--- config.mk ---
export PLATFORM = sky130hd
export DESIGN_NAME = axis_fifo_rd_master_flat
export DESIGN_NICKNAME = d
export VERILOG_FILES = /design/src/rtl/axis_fifo_pkg.sv /design/src/rtl/axis_fifo_rd_master_if.sv /design/src/rtl/axis_rd_skid_buf.sv /design/src/rtl/axis_fifo_rd_master.sv /design/src/flat_wrapper.sv
export SDC_FILE = /design/constraint.sdc
export NUM_CORES = 1
export LEC_CHECK = 0
export ABC_AREA = 1
export CAP_MARGIN = 20
export CORE_MARGIN = 5
export CORE_UTILIZATION = 44
export DETAILED_ROUTE_END_ITERATION = 12
export GPL_TIMING_DRIVEN = 0
export PLACE_DENSITY_LB_ADDON = 0.08
export SETUP_SLACK_MARGIN = 0.15
export SLEW_MARGIN = 30
export SYNTH_ARGS = -nofsm -noshare
export SYNTH_HDL_FRONTEND = slang
export SYNTH_SLANG_ARGS = --single-unit
--- constraint.sdc ---
create_clock -name rd_clk -period 2.6 [get_ports rd_clk]
set_input_delay 0.52 -clock rd_clk [delete_from_list [all_inputs] [get_ports rd_clk]]
set_output_delay 0.52 -clock rd_clk [all_outputs]
set_load 0.03 [all_outputs]
--- src/rtl/axis_fifo_pkg.sv ---
// Shared constants and types for the AXIS FIFO read-side master.
package axis_fifo_pkg;

  localparam int BUF_DEPTH      = 3;
  localparam int DEF_FIFO_WIDTH = 32;

  typedef enum logic {
    IDLE = 1'b0,
    PKT  = 1'b1
  } axis_rd_state_t;

endpackage

--- src/rtl/axis_fifo_rd_master_if.sv ---
// AXI-Stream bundle driven by the FIFO read-side master.
// Valid/ready: a beat transfers on a rising edge where tvalid && tready; once tvalid is
// raised, tdata/tlast stay stable and tvalid stays high until that transfer happens.
interface axis_fifo_rd_master_if
  import axis_fifo_pkg::*;
#(
  parameter int W = DEF_FIFO_WIDTH
);
  logic [W-1:0] tdata;
  logic         tvalid;
  logic         tready;
  logic         tlast;

  modport master (output tdata, output tvalid, output tlast, input tready);
  modport slave  (input tdata, input tvalid, input tlast, output tready);
endinterface

--- src/rtl/axis_rd_skid_buf.sv ---
// Three-entry circular buffer holding FIFO words between capture and the stream handshake.
module axis_rd_skid_buf
  import axis_fifo_pkg::*;
#(
  parameter int W = DEF_FIFO_WIDTH
) (
  input  logic         clk,
  input  logic         rst,
  input  logic         push,
  input  logic [W-1:0] push_data,
  input  logic         pop,
  output logic [1:0]   occ,
  output logic [W-1:0] head_data
);

  logic [W-1:0] mem_q [BUF_DEPTH];
  logic [W-1:0] mem_d [BUF_DEPTH];
  logic [1:0]   wr_ptr_q, wr_ptr_d;
  logic [1:0]   rd_ptr_q, rd_ptr_d;
  logic [1:0]   occ_q, occ_d;
  logic         do_pop;

  // Pointers run 0,1,2,0,... so a 2-bit register never visits 3.
  function automatic logic [1:0] ptr_inc(input logic [1:0] p);
    return (p == 2'(BUF_DEPTH - 1)) ? 2'd0 : p + 2'd1;
  endfunction

  always_comb begin
    mem_d    = mem_q;
    wr_ptr_d = wr_ptr_q;
    rd_ptr_d = rd_ptr_q;
    occ_d    = occ_q;
    do_pop   = pop && (occ_q != 2'd0);
    if (push) begin
      for (int i = 0; i < BUF_DEPTH; i++) begin
        if (wr_ptr_q == 2'(i)) mem_d[i] = push_data;
      end
      wr_ptr_d = ptr_inc(wr_ptr_q);
    end
    if (do_pop) rd_ptr_d = ptr_inc(rd_ptr_q);
    case ({push, do_pop})
      2'b10:   occ_d = occ_q + 2'd1;
      2'b01:   occ_d = occ_q - 2'd1;
      default: occ_d = occ_q;
    endcase
  end

  always_comb begin
    head_data = '0;
    for (int i = 0; i < BUF_DEPTH; i++) begin
      if (rd_ptr_q == 2'(i)) head_data = mem_q[i];
    end
  end

  assign occ = occ_q;

  always_ff @(posedge clk) begin
    if (rst) begin
      for (int i = 0; i < BUF_DEPTH; i++) mem_q[i] <= '0;
      wr_ptr_q <= 2'd0;
      rd_ptr_q <= 2'd0;
      occ_q    <= 2'd0;
    end else begin
      mem_q    <= mem_d;
      wr_ptr_q <= wr_ptr_d;
      rd_ptr_q <= rd_ptr_d;
      occ_q    <= occ_d;
    end
  end

endmodule

--- src/rtl/axis_fifo_rd_master.sv ---
// Read-side AXI-Stream master: pops FIFO words into a 3-entry buffer and frames them into packets.
// Optional AXIS_RD_STATS_EN adds beat_cnt/pkt_cnt outputs.
module axis_fifo_rd_master
  import axis_fifo_pkg::*;
#(
  parameter int FIFO_WIDTH = DEF_FIFO_WIDTH,
  parameter int LEN_W      = 8
) (
  input  logic                  rd_clk,
  input  logic                  rd_rst,
  input  logic                  fifo_empty,
  input  logic [FIFO_WIDTH-1:0] fifo_rd_data,
  output logic                  fifo_rd_en,
  input  logic [LEN_W-1:0]      pkt_len,
  axis_fifo_rd_master_if.master m_axis,
  output axis_rd_state_t        dbg_state
`ifdef AXIS_RD_STATS_EN
  ,
  output logic [31:0]           beat_cnt,
  output logic [31:0]           pkt_cnt
`endif
);

  axis_rd_state_t        state_q, state_d;
  logic [LEN_W-1:0]      cur_len_q, cur_len_d;
  logic [LEN_W-1:0]      beat_idx_q, beat_idx_d;
  logic                  inflight_q, inflight_d;
  logic [1:0]            occ;
  logic [FIFO_WIDTH-1:0] head_data;
  logic [2:0]            committed;
  logic                  tvalid, tlast, hs;

  axis_rd_skid_buf #(.W(FIFO_WIDTH)) u_buf (
    .clk       (rd_clk),
    .rst       (rd_rst),
    .push      (inflight_q),
    .push_data (fifo_rd_data),
    .pop       (hs),
    .occ       (occ),
    .head_data (head_data)
  );

  // Slots already spoken for: buffered words plus the word arriving next cycle.
  always_comb begin
    committed  = {1'b0, occ} + {2'b00, inflight_q};
    fifo_rd_en = !rd_rst && !fifo_empty && (committed < 3'(BUF_DEPTH));
    tvalid     = (occ != 2'd0);
    tlast      = tvalid && (beat_idx_q == (cur_len_q - LEN_W'(1)));
    hs         = tvalid && m_axis.tready;
  end

  assign m_axis.tdata  = head_data;
  assign m_axis.tvalid = tvalid;
  assign m_axis.tlast  = tlast;
  assign dbg_state     = state_q;

  always_comb begin
    state_d    = state_q;
    cur_len_d  = cur_len_q;
    beat_idx_d = beat_idx_q;
    inflight_d = fifo_rd_en;
    case (state_q)
      IDLE: begin
        // Length is only sampled while nothing is presented, so tlast cannot move under tvalid.
        if (!tvalid) cur_len_d = (pkt_len == '0) ? LEN_W'(1) : pkt_len;
        if (hs && !tlast) state_d = PKT;
      end
      PKT: begin
        if (hs && tlast) state_d = IDLE;
      end
      default: state_d = IDLE;
    endcase
    if (hs) beat_idx_d = tlast ? '0 : beat_idx_q + LEN_W'(1);
  end

  always_ff @(posedge rd_clk) begin
    if (rd_rst) begin
      state_q    <= IDLE;
      cur_len_q  <= LEN_W'(1);
      beat_idx_q <= '0;
      inflight_q <= 1'b0;
    end else begin
      state_q    <= state_d;
      cur_len_q  <= cur_len_d;
      beat_idx_q <= beat_idx_d;
      inflight_q <= inflight_d;
    end
  end

`ifdef AXIS_RD_STATS_EN
  logic [31:0] beat_cnt_q, beat_cnt_d;
  logic [31:0] pkt_cnt_q, pkt_cnt_d;

  always_comb begin
    beat_cnt_d = beat_cnt_q;
    pkt_cnt_d  = pkt_cnt_q;
    if (hs) beat_cnt_d = beat_cnt_q + 32'd1;
    if (hs && tlast) pkt_cnt_d = pkt_cnt_q + 32'd1;
  end

  always_ff @(posedge rd_clk) begin
    if (rd_rst) begin
      beat_cnt_q <= 32'd0;
      pkt_cnt_q  <= 32'd0;
    end else begin
      beat_cnt_q <= beat_cnt_d;
      pkt_cnt_q  <= pkt_cnt_d;
    end
  end

  assign beat_cnt = beat_cnt_q;
  assign pkt_cnt  = pkt_cnt_q;
`endif

endmodule

--- src/flat_wrapper.sv ---
// flat-port wrapper written by rule: the top's interface ports become plain ports
module axis_fifo_rd_master_flat import axis_fifo_pkg::*;
#(
  parameter int FIFO_WIDTH = DEF_FIFO_WIDTH,
  parameter int LEN_W      = 8
)
  (rd_clk, rd_rst, fifo_empty, fifo_rd_data, fifo_rd_en, pkt_len, dbg_state, m_axis_tdata, m_axis_tvalid, m_axis_tlast, m_axis_tready);
  axis_fifo_rd_master_if #(.W((32))) m_axis_i ();
  input  logic rd_clk;
  input  logic rd_rst;
  input  logic fifo_empty;
  input  logic [FIFO_WIDTH-1:0] fifo_rd_data;
  output logic fifo_rd_en;
  input  logic [LEN_W-1:0] pkt_len;
  output axis_rd_state_t dbg_state;
  output wire logic [$bits(m_axis_i.tdata)-1:0] m_axis_tdata;
  output wire logic [$bits(m_axis_i.tvalid)-1:0] m_axis_tvalid;
  output wire logic [$bits(m_axis_i.tlast)-1:0] m_axis_tlast;
  input wire logic [$bits(m_axis_i.tready)-1:0] m_axis_tready;
  assign m_axis_tdata = m_axis_i.tdata;
  assign m_axis_tvalid = m_axis_i.tvalid;
  assign m_axis_tlast = m_axis_i.tlast;
  assign m_axis_i.tready = m_axis_tready;
  axis_fifo_rd_master #(.FIFO_WIDTH(FIFO_WIDTH), .LEN_W(LEN_W)) u_core (.rd_clk(rd_clk), .rd_rst(rd_rst), .fifo_empty(fifo_empty), .fifo_rd_data(fifo_rd_data), .fifo_rd_en(fifo_rd_en), .pkt_len(pkt_len), .m_axis(m_axis_i), .dbg_state(dbg_state));
endmodule
Word-level counts from Yosys, hierarchy flattened
Index checks and enable logic that the tools add are counted.
Widths: inputs -> output; s select.
{ "word_totals": {"reg_bits": 120, "output_inout_bits": 36} }
{ "op_classes": {"reduce_logical": 19, "n_mux": 11, "eq_ne": 7, "order_cmp": 1, "addsub": 7, "bitwise": 2} }
{ "ops": {"columns": ["op", "count"], "rows": [
  ["$mux 32", 3],
  ["$mux 8", 2],
  ["$add 8x1->8 const B", 1],
  ["$eq 8x8->1", 1],
  ["$logic_not 8->1", 1],
  ["$reduce_and 2->1", 4],
  ["$sub 8x1->8 const B", 1],
  ["$logic_and 1x1->1", 7],
  ["$add 2x1->2 const B", 3],
  ["$eq 2x1->1 const B", 3],
  ["$eq 2x2->1 const B", 3],
  ["$logic_not 2->1", 2],
  ["$mux 2", 2],
  ["$pmux 2 s2", 1],
  ["$reduce_bool 2->1", 2],
  ["$add 2x1->3", 1],
  ["$logic_not 1->1", 3],
  ["$lt 3x2->1 const B", 1],
  ["$mux 1", 2],
  ["$not 1->1", 2],
  ["$pmux 1 s2", 1],
  ["$sub 2x1->2 const B", 1]
]} }

Depth between registers and ports, before layout
Gate-level depths: netlist of run 1.
{ "logic_depth": {"ltp_word": 7, "depth_mapped": 11} }

Hierarchy
A second synthesis of run 1 with hierarchy kept.
{ "hier_totals": {"cells_unflattened": 768, "area_unflattened_um2": 5509.0} }
{ "modules_own_cells": {"columns": ["mod", "seq_area_each_um2", "area_each_um2", "n_inst", "cells_each"], "rows": [
  ["axis_rd_skid_buf", 2042.0, 4398.0, 1, 605],
  ["axis_fifo_rd_master", 360.3, 1111.1, 1, 163]
]} }

Worst setup path after synthesis of run 1
Ideal clock, no wire load.
{ "synth_path": {"path_kind": "reg-to-output", "start": "reg u_core.u_buf.occ_q[0] (netlist: u_core.u_buf.occ[0])", "end": "out fifo_rd_en", "path_buffers": 0, "path_slack_ns": -0.302, "arrival_ns": 2.382, "path_stages_with_launch": 4, "t_required_ns": 2.080, "cell_sequence": "dfxtp_1 ha_1 ha_1 a2111oi_0"} }
{ "synth_between": {"elab_chain_len": 3} }
{ "synth_lines": {"columns": ["item", "line_no", "rtl"], "rows": [
  ["from (decl)", "axis_rd_skid_buf.sv:20", "logic [1:0] occ_q, occ_d;"],
  ["from (signal assigned)", "axis_rd_skid_buf.sv:62", "occ_q <= 2'd0;"],
  ["from (signal assigned)", "axis_rd_skid_buf.sv:67", "occ_q <= occ_d;"],
  ["$add 2x1->3", "axis_fifo_rd_master.sv:45", "committed = {1'b0, occ} + {2'b00, inflight_q};"],
  ["$lt 3x2->1", "axis_fifo_rd_master.sv:46", "fifo_rd_en = !rd_rst && !fifo_empty && (committed < 3'(BUF_DEPTH));"],
  ["$logic_and 1x1->1", "axis_fifo_rd_master.sv:46", null],
  ["to (decl)", "flat_wrapper.sv:13", "output logic fifo_rd_en;"]
]} }
Every way passes these cells.

Final worst setup path of run 1
{ "layout_path": {"start": "reg u_core.cur_len_q[0]", "end": "out m_axis_tlast"} }
{ "layout_between": {"elab_chain_len": 3} }
{ "layout_lines": {"columns": ["item", "line_no", "rtl"], "rows": [
  ["from (decl)", "axis_fifo_rd_master.sv:25", "logic [LEN_W-1:0] cur_len_q, cur_len_d;"],
  ["from (signal assigned)", "axis_fifo_rd_master.sv:84", "cur_len_q <= cur_len_d;"],
  ["$sub 8x1->8", "axis_fifo_rd_master.sv:48", "tlast = tvalid && (beat_idx_q == (cur_len_q - LEN_W'(1)));"],
  ["$eq 8x8->1", "axis_fifo_rd_master.sv:48", null],
  ["$logic_and 1x1->1", "axis_fifo_rd_master.sv:48", null],
  ["to (decl)", "flat_wrapper.sv:18", "output wire logic [$bits(m_axis_i.tlast)-1:0] m_axis_tlast;"]
]} }
Every way passes these cells.

==> results of run 1 <==
-- metrics by stage --
step                cells  hold WS [ps]  worst slack [ps]  TNS (ps)  power (uW)
floorplan             743           440               477         0        2680
global placement      965           449              -287      -387        3070
detailed placement    965           452              -269      -666        3080
CTS                   998           460              82.7         0        5340
global route          998           477              3.60         0        5570
finish                998           463               166         0        5300
-- kinds of logic after synthesis --
group	after synthesis
flip-flops	120
buffers and inverters	72
adder cells (fa/ha/maj)	5
XOR/XNOR	10
AO/OA/AOI/OAI	130
AND/OR/NAND/NOR	406
-- critical path, cell delays in order, from the launching register on --
cell and delay, ps:
dfxtp_2 320, inv_2 100, ha_1 260, inv_1 70, or2_2 270, nand3_1 70
nand2_1 60, nand3_1 60, nor2_1 50, nand2_2 60, inv_1 40, buf_4 150
-- worst max-delay path by stage --
stage,from,end,slack (ps)
floorplan,u_core.u_buf.occ[0]$_SDFFE_PP0P_,fifo_rd_en,480
global placement,rd_rst,fifo_rd_en,-290
detailed placement,rd_rst,fifo_rd_en,-270
CTS,u_core.cur_len_q[0]$_SDFFE_PP1P_,m_axis_tlast,80
global route,u_core.cur_len_q[0]$_SDFFE_PP1P_,m_axis_tlast,4
finish,u_core.cur_len_q[0]$_SDFFE_PP1P_,m_axis_tlast,170
-- layout make-up --
class,count,share of cell area
plain buffers,43,0.0293
clock buffers,23,0.0717
clock inverters,9,0.0146
inverters,29,0.0165
multi-input cells,551,0.381
flip-flops and latches,120,0.361
well taps,143,0.0268
repair buffers,80,0.0998
-- synth_stat cells (all sizes together) --
| library cell | n |
|---|---|
| nand3 | 76 |
| nand4 | 3 |
| clkinv | 2 |
| ha | 5 |
| xor2 | 8 |
| inv | 27 |
| or2 | 1 |
| and2 | 1 |
| xnor2 | 2 |
| nand2 | 165 |
| nor3 | 5 |
| buf | 6 |
| o21ai | 81 |
| a2111oi | 2 |
| a21oi | 47 |
| dfxtp | 120 |
| nor2 | 155 |
| clkbuf | 37 |
-- cells in the final DEF, fill, tap and decap left out, types with 7 or more instances in the layout --
| master | synthesis | final |
|---|---|---|
| a21oi_1 | 47 | 47 |
| buf_4 | 0 | 7 |
| clkbuf_1 | 37 | 31 |
| clkbuf_16 | 0 | 17 |
| clkbuf_2 | 0 | 26 |
| clkdlybuf4s50_1 | 0 | 45 |
| clkinv_2 | 1 | 7 |
| dfxtp_1 | 120 | 118 |
| inv_1 | 26 | 25 |
| nand2_1 | 161 | 161 |
| nand3_1 | 76 | 76 |
| nor2_1 | 153 | 150 |
| o21ai_0 | 76 | 76 |
| xor2_1 | 8 | 8 |
-- power by group through the flow --
| stage | registers, uW | clock network (uW) | logic (uW) |
|---|---|---|---|
| after floorplan | 2040 | 0 | 634 |
| after CTS | 2030 | 2310 | 1010 |
| after global routing | 2050 | 2410 | 1110 |
| after detailed placement | 2060 | 0 | 1020 |
| final | 2030 | 2270 | 996 |
| after global placement | 2060 | 0 | 1010 |
-- state kept, by name, summed over array words and instances, names as in the netlist, named ones only --
| signal | count |
|---|---|
| u_core.beat_idx_q | 8 |
| u_core.inflight_q | 1 |
| u_core.cur_len_q | 8 |
| u_core.u_buf.occ | 2 |
| u_core.u_buf.rd_ptr_q | 2 |
| u_core.u_buf.wr_ptr_q | 2 |
| u_core.u_buf.mem_q | 96 |
-- per-layer routing --
layer / share of wire / up-vias / GRT usage
met1: 0.44 / 2412 / 0.290
li1: - / 2611 / -
met3: 0.087 / 13 / 0.0683
met5: 0 / - / 0
met4: 0.011 / 0 / 0.0673
met2: 0.46 / 201 / 0.338
-- repair_timing --
item | 4_1_cts | 5_1_grt
setup buffers | 1 | 0
setup endpoints to repair | 34 | 32
gates resized for setup | 90 | 47
pin swaps | 1 | 2
==> results_dict.tcl, run 1 <==
set metrics [dict create \
    drive_above_1_share 0.111 \
    ys_seq_elements 120 \
    avgSynthCellArea_um2 6.98 \
    maxSlewViolCount 0 \
    nNetsFinal 891 \
    hp-class "flop to flop" \
    synth_fp_nets 792 \
    drt_first_pass_iters 6 \
    grt.overflow.total 0 \
    r2r_start "u_core.u_buf.wr_ptr_q[0]$_SDFFE_PP0P_" \
    core_um2 11500 \
    synth-compound-area-share 0.129 \
    rsz0062_at_grt "true" \
    cts-root-buf "clkbuf_16" \
    p_comb_frac 0.188 \
    synthSimpleGateAreaFrac 0.325 \
    postRouteAntennaNets 0 \
    fin_crit_ps 2430 \
    end_kind "output pin" \
    fin_util 0.582 \
    p_leak_uw 0.00283 \
    hold_depth 2 \
    grt_pass1_vias 5042 \
    critPathLaunchType "flop" \
    setup_viol 0 \
    cp_max_fo 6 \
    critPathKind "flop to output pin" \
    post_synth_mux_area_share 0 \
    synth_area_leaders "dfxtp_1 (46%), nand2_1 (12%), nor2_1 (11%), nand3_1 (7.3%), o21ai_0 (7.3%)" \
    hold_viol_final 0 \
    start_util 0.452 \
    r2r_end "u_core.u_buf.mem_q[30]$_SDFFE_PP0P_" \
    grt_max_degree 17 \
    finalInstanceArea_um2 6670 \
    min_period_over_period 0.936 \
    post_drt_via_cell_ratio 5.25 \
    yosys.area_share.xor_xnor 0.0169 \
    yosys.area.top_type_share 0.464 \
    grt_pass1_wl_um 25100 \
    num_rows 39 \
    register_area_um2 2400 \
    clk_latency_ps 410 \
    dieArea_um2 14000 \
    worst_ir_drop_vdd_uv 715 \
    portBuffers 79 \
    clkPwrFrac 0.429 \
    dr_total_vias 5237 \
    p_int_uw 3760 \
    routabilityCongestion 0.828 \
    place_hpwl_um 10100 \
    multi_input_area_um2 2540 \
    crit_required_ps 2080 \
    place_area_um2 6160 \
    clock.fmax_mhz 411 \
    ys.warnings.count 0 \
    r2r_setup_slack_ps 670 \
    outcome "complete, no violations" \
    cts_sinks 120 \
    r2r_cells 6 \
    yosysUniqueCellTypes 28 \
    arrival_ps 1910 \
    htreeDepth 4 \
    numCtsBuffers 17 \
    clk_path_buf_depth 2 \
    grt_use_total 0.218 \
    drc_errors 0 \
    wirelength_um 14700 \
    min_from "u_core.u_buf.mem_q[56]$_SDFFE_PP0P_" \
    worst_pin_slew_ps 593 \
    synth_top_family_by_area "simple AND/OR/NAND/NOR gates" \
    swShare 0.289 \
    slew_headroom 0.603 \
    holdBufCountCts 0 \
    antenna_found_initial 0 \
    min_to "u_core.u_buf.mem_q[56]$_SDFFE_PP0P_" \
    ys_seq_area_frac 0.464 \
    area_delta_synth_final_pct 28.7 \
    powerDensity_nw_per_um2 794 \
    synthesis.area_um2 5180 \
    diodes 0 \
    drv_cap 0 \
    syn-instance-count 743 \
    fill_cells 1053 \
    cts_tree "yes" \
    fp.dieH_um 119 \
    p_sw_uw 1530 \
    fin_skew_ps 4.02 \
    pwr-share-seq 0.383 \
    cts.clk_slew.worst_paths_ps 50 \
    io_pins 80 \
    synth_top_area_cell "dfxtp_1" \
    die_w_um 119 \
    avgRoutedWirePerCell_um 14.7 \
    drt_iter0_drc 521 \
    synthAdderAreaFrac 0.0121 \
]
Note: power is estimated with default switching activity, not from simulation.
==> run 2: changes to the inputs <==
--- a/config.mk
+++ b/config.mk
@@ -9,9 +9,11 @@
 export CAP_MARGIN = 20
 export CORE_MARGIN = 5
 export CORE_UTILIZATION = 44
+export CTS_BUF_LIST = sky130_fd_sc_hd__clkbuf_4 sky130_fd_sc_hd__clkbuf_8 sky130_fd_sc_hd__clkbuf_16
 export DETAILED_ROUTE_END_ITERATION = 12
 export GPL_TIMING_DRIVEN = 0
 export PLACE_DENSITY_LB_ADDON = 0.08
+export REMOVE_ABC_BUFFERS = 1
 export SETUP_SLACK_MARGIN = 0.15
 export SLEW_MARGIN = 30
 export SYNTH_ARGS = -nofsm -noshare
==> run 2 against run 1 <==
Effect of this change:
- non-clock buffer count fell by 29
- first-iteration DRC count fell by 24%
- via count fell by 2.3%
- clock skew rose by 1.5 ps
- cell count fell by 3.4%
- largest power group is now sequential cells
==> results_dict.tcl, run 2 (same netlist as run 1, synthesis figures left out) <==
set metrics [dict create \
    critPathLaunchType "flop" \
    crit_required_ps 2080 \
    powerDensity_nw_per_um2 763 \
    maxSlewViolCount 0 \
    cts_sinks 120 \
    finalNonFillerCells 964 \
    rsz0062_at_grt "true" \
    swShare 0.297 \
    start_util 0.452 \
    drive_above_1_share 0.123 \
    clk_path_buf_depth 2 \
    cts-root-buf "clkbuf_16" \
    cts_tree "yes" \
    pwr-share-seq 0.399 \
    end_kind "output pin" \
    place_hpwl_um 9260 \
    arrival_ps 1910 \
    diodes 0 \
    p_int_uw 3610 \
    grt_use_total 0.215 \
    fin_skew_ps 5.54 \
    grt.overflow.total 0 \
    clk_latency_ps 420 \
    clock.fmax_mhz 412 \
    grt_max_degree 59 \
    fp.dieH_um 119 \
    num_rows 39 \
    slowest_delay_ps 310 \
    post_drt_via_cell_ratio 5.31 \
    worst_ir_drop_vdd_uv 493 \
    slowest_stage "dfxtp_1" \
    area_delta_synth_final_pct 30.1 \
    grt_pass1_wl_um 24600 \
    drc_errors 0 \
    post-place-ws_ps -62.4 \
    hp-class "flop to flop" \
    top_register "u_core.u_buf.mem_q" \
    drt_first_pass_iters 5 \
    clkPwrFrac 0.393 \
    dp_cells 931 \
    p_sw_uw 1530 \
    min_period_over_period 0.933 \
    holdBufCountCts 0 \
    dr_total_vias 5116 \
    outcome "complete, no violations" \
    portBuffers 79 \
    largest_reg_flops 96 \
    p_leak_uw 0.00283 \
    fin_crit_ps 2430 \
    crit_chain "inv_1, ha_4, inv_1, or2_2, nand3_1, nand2_1, nand3_1, nor2_1, nand2_2, inv_1, buf_6" \
    routabilityCongestion 0.875 \
    postRouteAntennaNets 0 \
    largestRegisters "u_core.u_buf.mem_q (96), u_core.beat_idx_q (8), u_core.cur_len_q (8)" \
    cts.clk_slew.worst_paths_ps 50 \
    dieArea_um2 14000 \
    p_comb_frac 0.208 \
    final_common_cell "nand2_1" \
    htreeDepth 4 \
    fin_tns_setup_ps 0 \
    hold_viol_final 0 \
    avgRoutedWirePerCell_um 15.4 \
    cp_max_fo 5 \
    mostFrequentLayoutCells "nand2_1 (160), nor2_1 (148), dfxtp_1 (116), nand3_1 (76), o21ai_0 (76)" \
    die_w_um 119 \
    io_pins 80 \
    numCtsBuffers 17 \
    worst_pin_slew_ps 721 \
    drt_iter0_drc 395 \
    grt_pass1_vias 5113 \
    r2r_setup_slack_ps 550 \
    crit_top_cell "inv_1" \
    setup_viol 0 \
    antenna_found_initial 0 \
    nNetsFinal 862 \
    wirelength_um 14800 \
    drv_cap 0 \
    core_um2 11500 \
    slew_headroom 0.517 \
    layout_setup_ws_ps 175 \
    critPathKind "flop to output pin" \
]
[run 2: power groups by stage]
stage               registers (uW)  logic, uW  clock network, uW
floorplan                     2050        587                  0
CTS                           2050       1080               2050
global route                  2060       1170               2130
detailed placement            2080       1060                  0
global placement              2070        968                  0
finish                        2050       1070               2020
[run 2: critical path: cells and delay by family (launching register included)]
family,cells,cell delay (ps)
and+or+nand+nor,6,630
buffers and inverters,4,360
DFF,1,310
adders and majority gates,1,180
[run 2: per-layer routing]
layer | vias up | GRT usage | part of all wire
li1 | 2546 | - | -
met1 | 2376 | 0.258 | 0.43
met5 | - | 0 | 0
met2 | 167 | 0.363 | 0.49
met4 | 0 | 0.105 | 0.018
met3 | 27 | 0.0482 | 0.056
[run 2: final timing paths]
check,startpoint,cells after the start,endpoint
worst max-delay path,u_core.cur_len_q[1]$_SDFFE_PP0P_,11,m_axis_tlast
worst min register to register,u_core.u_buf.mem_q[34]$_SDFFE_PP0P_,2,u_core.u_buf.mem_q[34]$_SDFFE_PP0P_
worst min-delay path,u_core.u_buf.mem_q[34]$_SDFFE_PP0P_,2,u_core.u_buf.mem_q[34]$_SDFFE_PP0P_
worst max register to register,u_core.u_buf.wr_ptr_q[0]$_SDFFE_PP0P_,6,u_core.u_buf.mem_q[69]$_SDFFE_PP0P_
[run 2: cell type report]
cell class / instances / area [um^2]
Clock inverter: 5 / 27.5
Tap cell: 143 / 179
Fill cell: 1041 / 4730
Timing Repair Buffer: 94 / 965
Sequential cell: 120 / 2410
Clock buffer: 22 / 475
Multi-Input combinational cell: 551 / 2570
Inverter: 29 / 115
[run 2: stage by stage]
| stage | total power (uW) | hold slack, ps | util | instance area, um^2 |
|---|---|---|---|---|
| floorplan | 2640 | 435 | - | 5020 |
| global placement | 3040 | 448 | 0.522 | 5990 |
| detailed placement | 3150 | 452 | 0.543 | 6230 |
| CTS | 5170 | 444 | 0.592 | 6790 |
| global route | 5370 | 475 | 0.588 | 6740 |
| finish | 5140 | 461 | 0.588 | 6740 |
[run 2: timing repair]
item / CTS / global route
buffers inserted: 4 / 2
resized for setup: 85 / 25
pin swaps: 5 / 0
gates cloned: 0 / 0
endpoints found under the setup margin: 34 / 41
==> run 3: changes to the inputs <==
--- a/config.mk
+++ b/config.mk
@@ -7,7 +7,6 @@
 export LEC_CHECK = 0
 export ABC_AREA = 1
 export CAP_MARGIN = 20
-export CORE_MARGIN = 5
 export CORE_UTILIZATION = 44
 export CTS_BUF_LIST = sky130_fd_sc_hd__clkbuf_4 sky130_fd_sc_hd__clkbuf_8 sky130_fd_sc_hd__clkbuf_16
 export DETAILED_ROUTE_END_ITERATION = 12
==> run 3 against run 2 <==
Effect of this change:
- global-route usage rose by 3.1 points
- critical endpoint is now m_axis_tdata[10]
- design area grew 0.78%
- sequential power about the same
- die area down 13%
- critical path depth fell by 5
- register-to-register slack improved by 20 ps
- combinational power barely moved
- setup slack improved by 57 ps
- routed wire length fell by 1.3%
- clock-buffer cell count up 3
- sequential cell count did not move
==> results_dict.tcl, run 3 (same netlist as run 1, synthesis figures left out) <==
set metrics [dict create \
    largestRegisters "u_core.u_buf.mem_q (96), u_core.beat_idx_q (8), u_core.cur_len_q (8)" \
    dieArea_um2 12200 \
    cts.clk_slew.worst_paths_ps 50 \
    end_kind "output pin" \
    io_pins 80 \
    fin_total_pwr_uw 5320 \
    fin_skew_ps 9.49 \
    dr_total_vias 5131 \
    min_period_over_period 0.911 \
    fp.dieH_um 111 \
    grt_max_degree 55 \
    post-place-ws_ps -134 \
    largest_reg_flops 96 \
    avgRoutedWirePerCell_um 15.1 \
    layout_setup_ws_ps 232 \
    postRouteAntennaNets 0 \
    drt_first_pass_iters 4 \
    cts_sinks 120 \
    clk_path_buf_depth 2 \
    nNetsFinal 865 \
    cts-root-buf "clkbuf_16" \
    drv_cap 0 \
    crit_required_ps 2080 \
    arrival_ps 1850 \
    setup_viol 0 \
    r2r_cells 5 \
    antenna_found_initial 0 \
    num_rows 39 \
    post_drt_via_cell_ratio 5.30 \
    hp-class "flop to flop" \
    worst_ir_drop_vdd_uv 653 \
    final_common_cell "nand2_1" \
    place_hpwl_um 8820 \
    hold_depth 2 \
    area_delta_synth_final_pct 31.1 \
    fin_tns_setup_ps 0 \
    drive_above_1_share 0.128 \
    cp_max_fo 10 \
    hold_viol_final 0 \
    r2r_start "u_core.u_buf.wr_ptr_q[0]$_SDFFE_PP0P_" \
    top_register "u_core.u_buf.mem_q" \
    grt_use_total 0.246 \
    grt_pass1_wl_um 24000 \
    p_leak_uw 0.00290 \
    clock.fmax_mhz 422 \
    fin_util 0.592 \
    die_w_um 111 \
    rsz0062_at_grt "false" \
    clk_latency_ps 410 \
    core_um2 11500 \
    drt_iter0_drc 361 \
    worst_pin_slew_ps 755 \
    min_from "u_core.u_buf.mem_q[51]$_SDFFE_PP0P_" \
    slew_headroom 0.496 \
    critPathLaunchType "flop" \
    numCtsBuffers 17 \
    maxSlewViolCount 0 \
    fin_crit_ps 2370 \
    routabilityCongestion 0.835 \
    mostFrequentLayoutCells "nand2_1 (160), nor2_1 (147), dfxtp_1 (116), nand3_1 (76), o21ai_0 (76)" \
    wirelength_um 14600 \
    outcome "complete, no violations" \
    cts_tree "yes" \
    htreeDepth 4 \
    grt.overflow.total 0 \
    start_util 0.452 \
    critPathKind "flop to output pin" \
    powerDensity_nw_per_um2 784 \
    cp-startpoint "u_core.u_buf.rd_ptr_q[0]$_SDFFE_PP0P_" \
    grt_pass1_vias 4928 \
    drc_errors 0 \
    portBuffers 79 \
    diodes 0 \
]
## run 3: cell types whose count changed in the layout (fill, tap and decap cells not counted), moves of 2 or more
cell / before / now
clkdlybuf4s15_2: 10 / 0
clkbuf_2: 17 / 25
clkdlybuf4s15_1: 1 / 5
dlygate4sd2_1: 4 / 0
buf_4: 6 / 8
buf_6: 3 / 1
buf_8: 0 / 2
clkbuf_4: 3 / 5
dlymetal6s2s_1: 0 / 2
nor2_2: 2 / 4
## run 3: layout make-up
cell class / instances / area (um^2)
Inverter: 29 / 115
Multi-Input combinational cell: 552 / 2590
Sequential cell: 120 / 2410
Clock inverter: 4 / 45.0
Tap cell: 143 / 179
Fill cell: 1057 / 4670
Clock buffer: 25 / 504
Timing Repair Buffer: 96 / 952
## run 3: what timing repair did
action	4_1_cts	5_1_grt
hold buffers	0	0
gates resized for setup	45	65
setup endpoints to repair	34	34
buffers inserted	6	1
pin swaps	3	3
gates cloned	1	0
## run 3: stage by stage
stage | instance area, um^2 | cells | hold WS, ps
after floorplan | 5020 | 700 | 435
after global placement | 5990 | 922 | 448
after detailed placement | 6260 | 932 | 454
after CTS | 6840 | 968 | 462
after global routing | 6790 | 969 | 476
final | 6790 | 969 | 461
## run 3: path summary, 6_finish.rpt
check | endpoint | slack, ps
max | m_axis_tdata[10] | 230
min | u_core.u_buf.mem_q[51]$_SDFFE_PP0P_ | 460
max reg2reg | u_core.u_buf.mem_q[91]$_SDFFE_PP0P_ | 570
min reg2reg | u_core.u_buf.mem_q[51]$_SDFFE_PP0P_ | 460
## run 3: where the power goes
part	leakage, uW	internal, uW	total (uW)	switching (uW)
Combinational	0.00164	412	1090	682
Clock	0.000280	1420	2180	764
Sequential	0.000977	1950	2050	94.0
## run 3: routing by layer
| layer | GRT usage | routed length, um |
|---|---|---|
| met4 | 0.108 | 283 |
| met1 | 0.299 | 6490 |
| met2 | 0.407 | 7000 |
| met5 | 0 | 0 |
| met3 | 0.0670 | 870 |
## run 3: worst max-delay path, cell delays in order, from the launching register on
cell,delay (ps)
dfxtp_2,420
inv_1,110
nor2_4,170
buf_4,220
nand2_1,80
nand3_1,80
clkdlybuf4s15_1,360
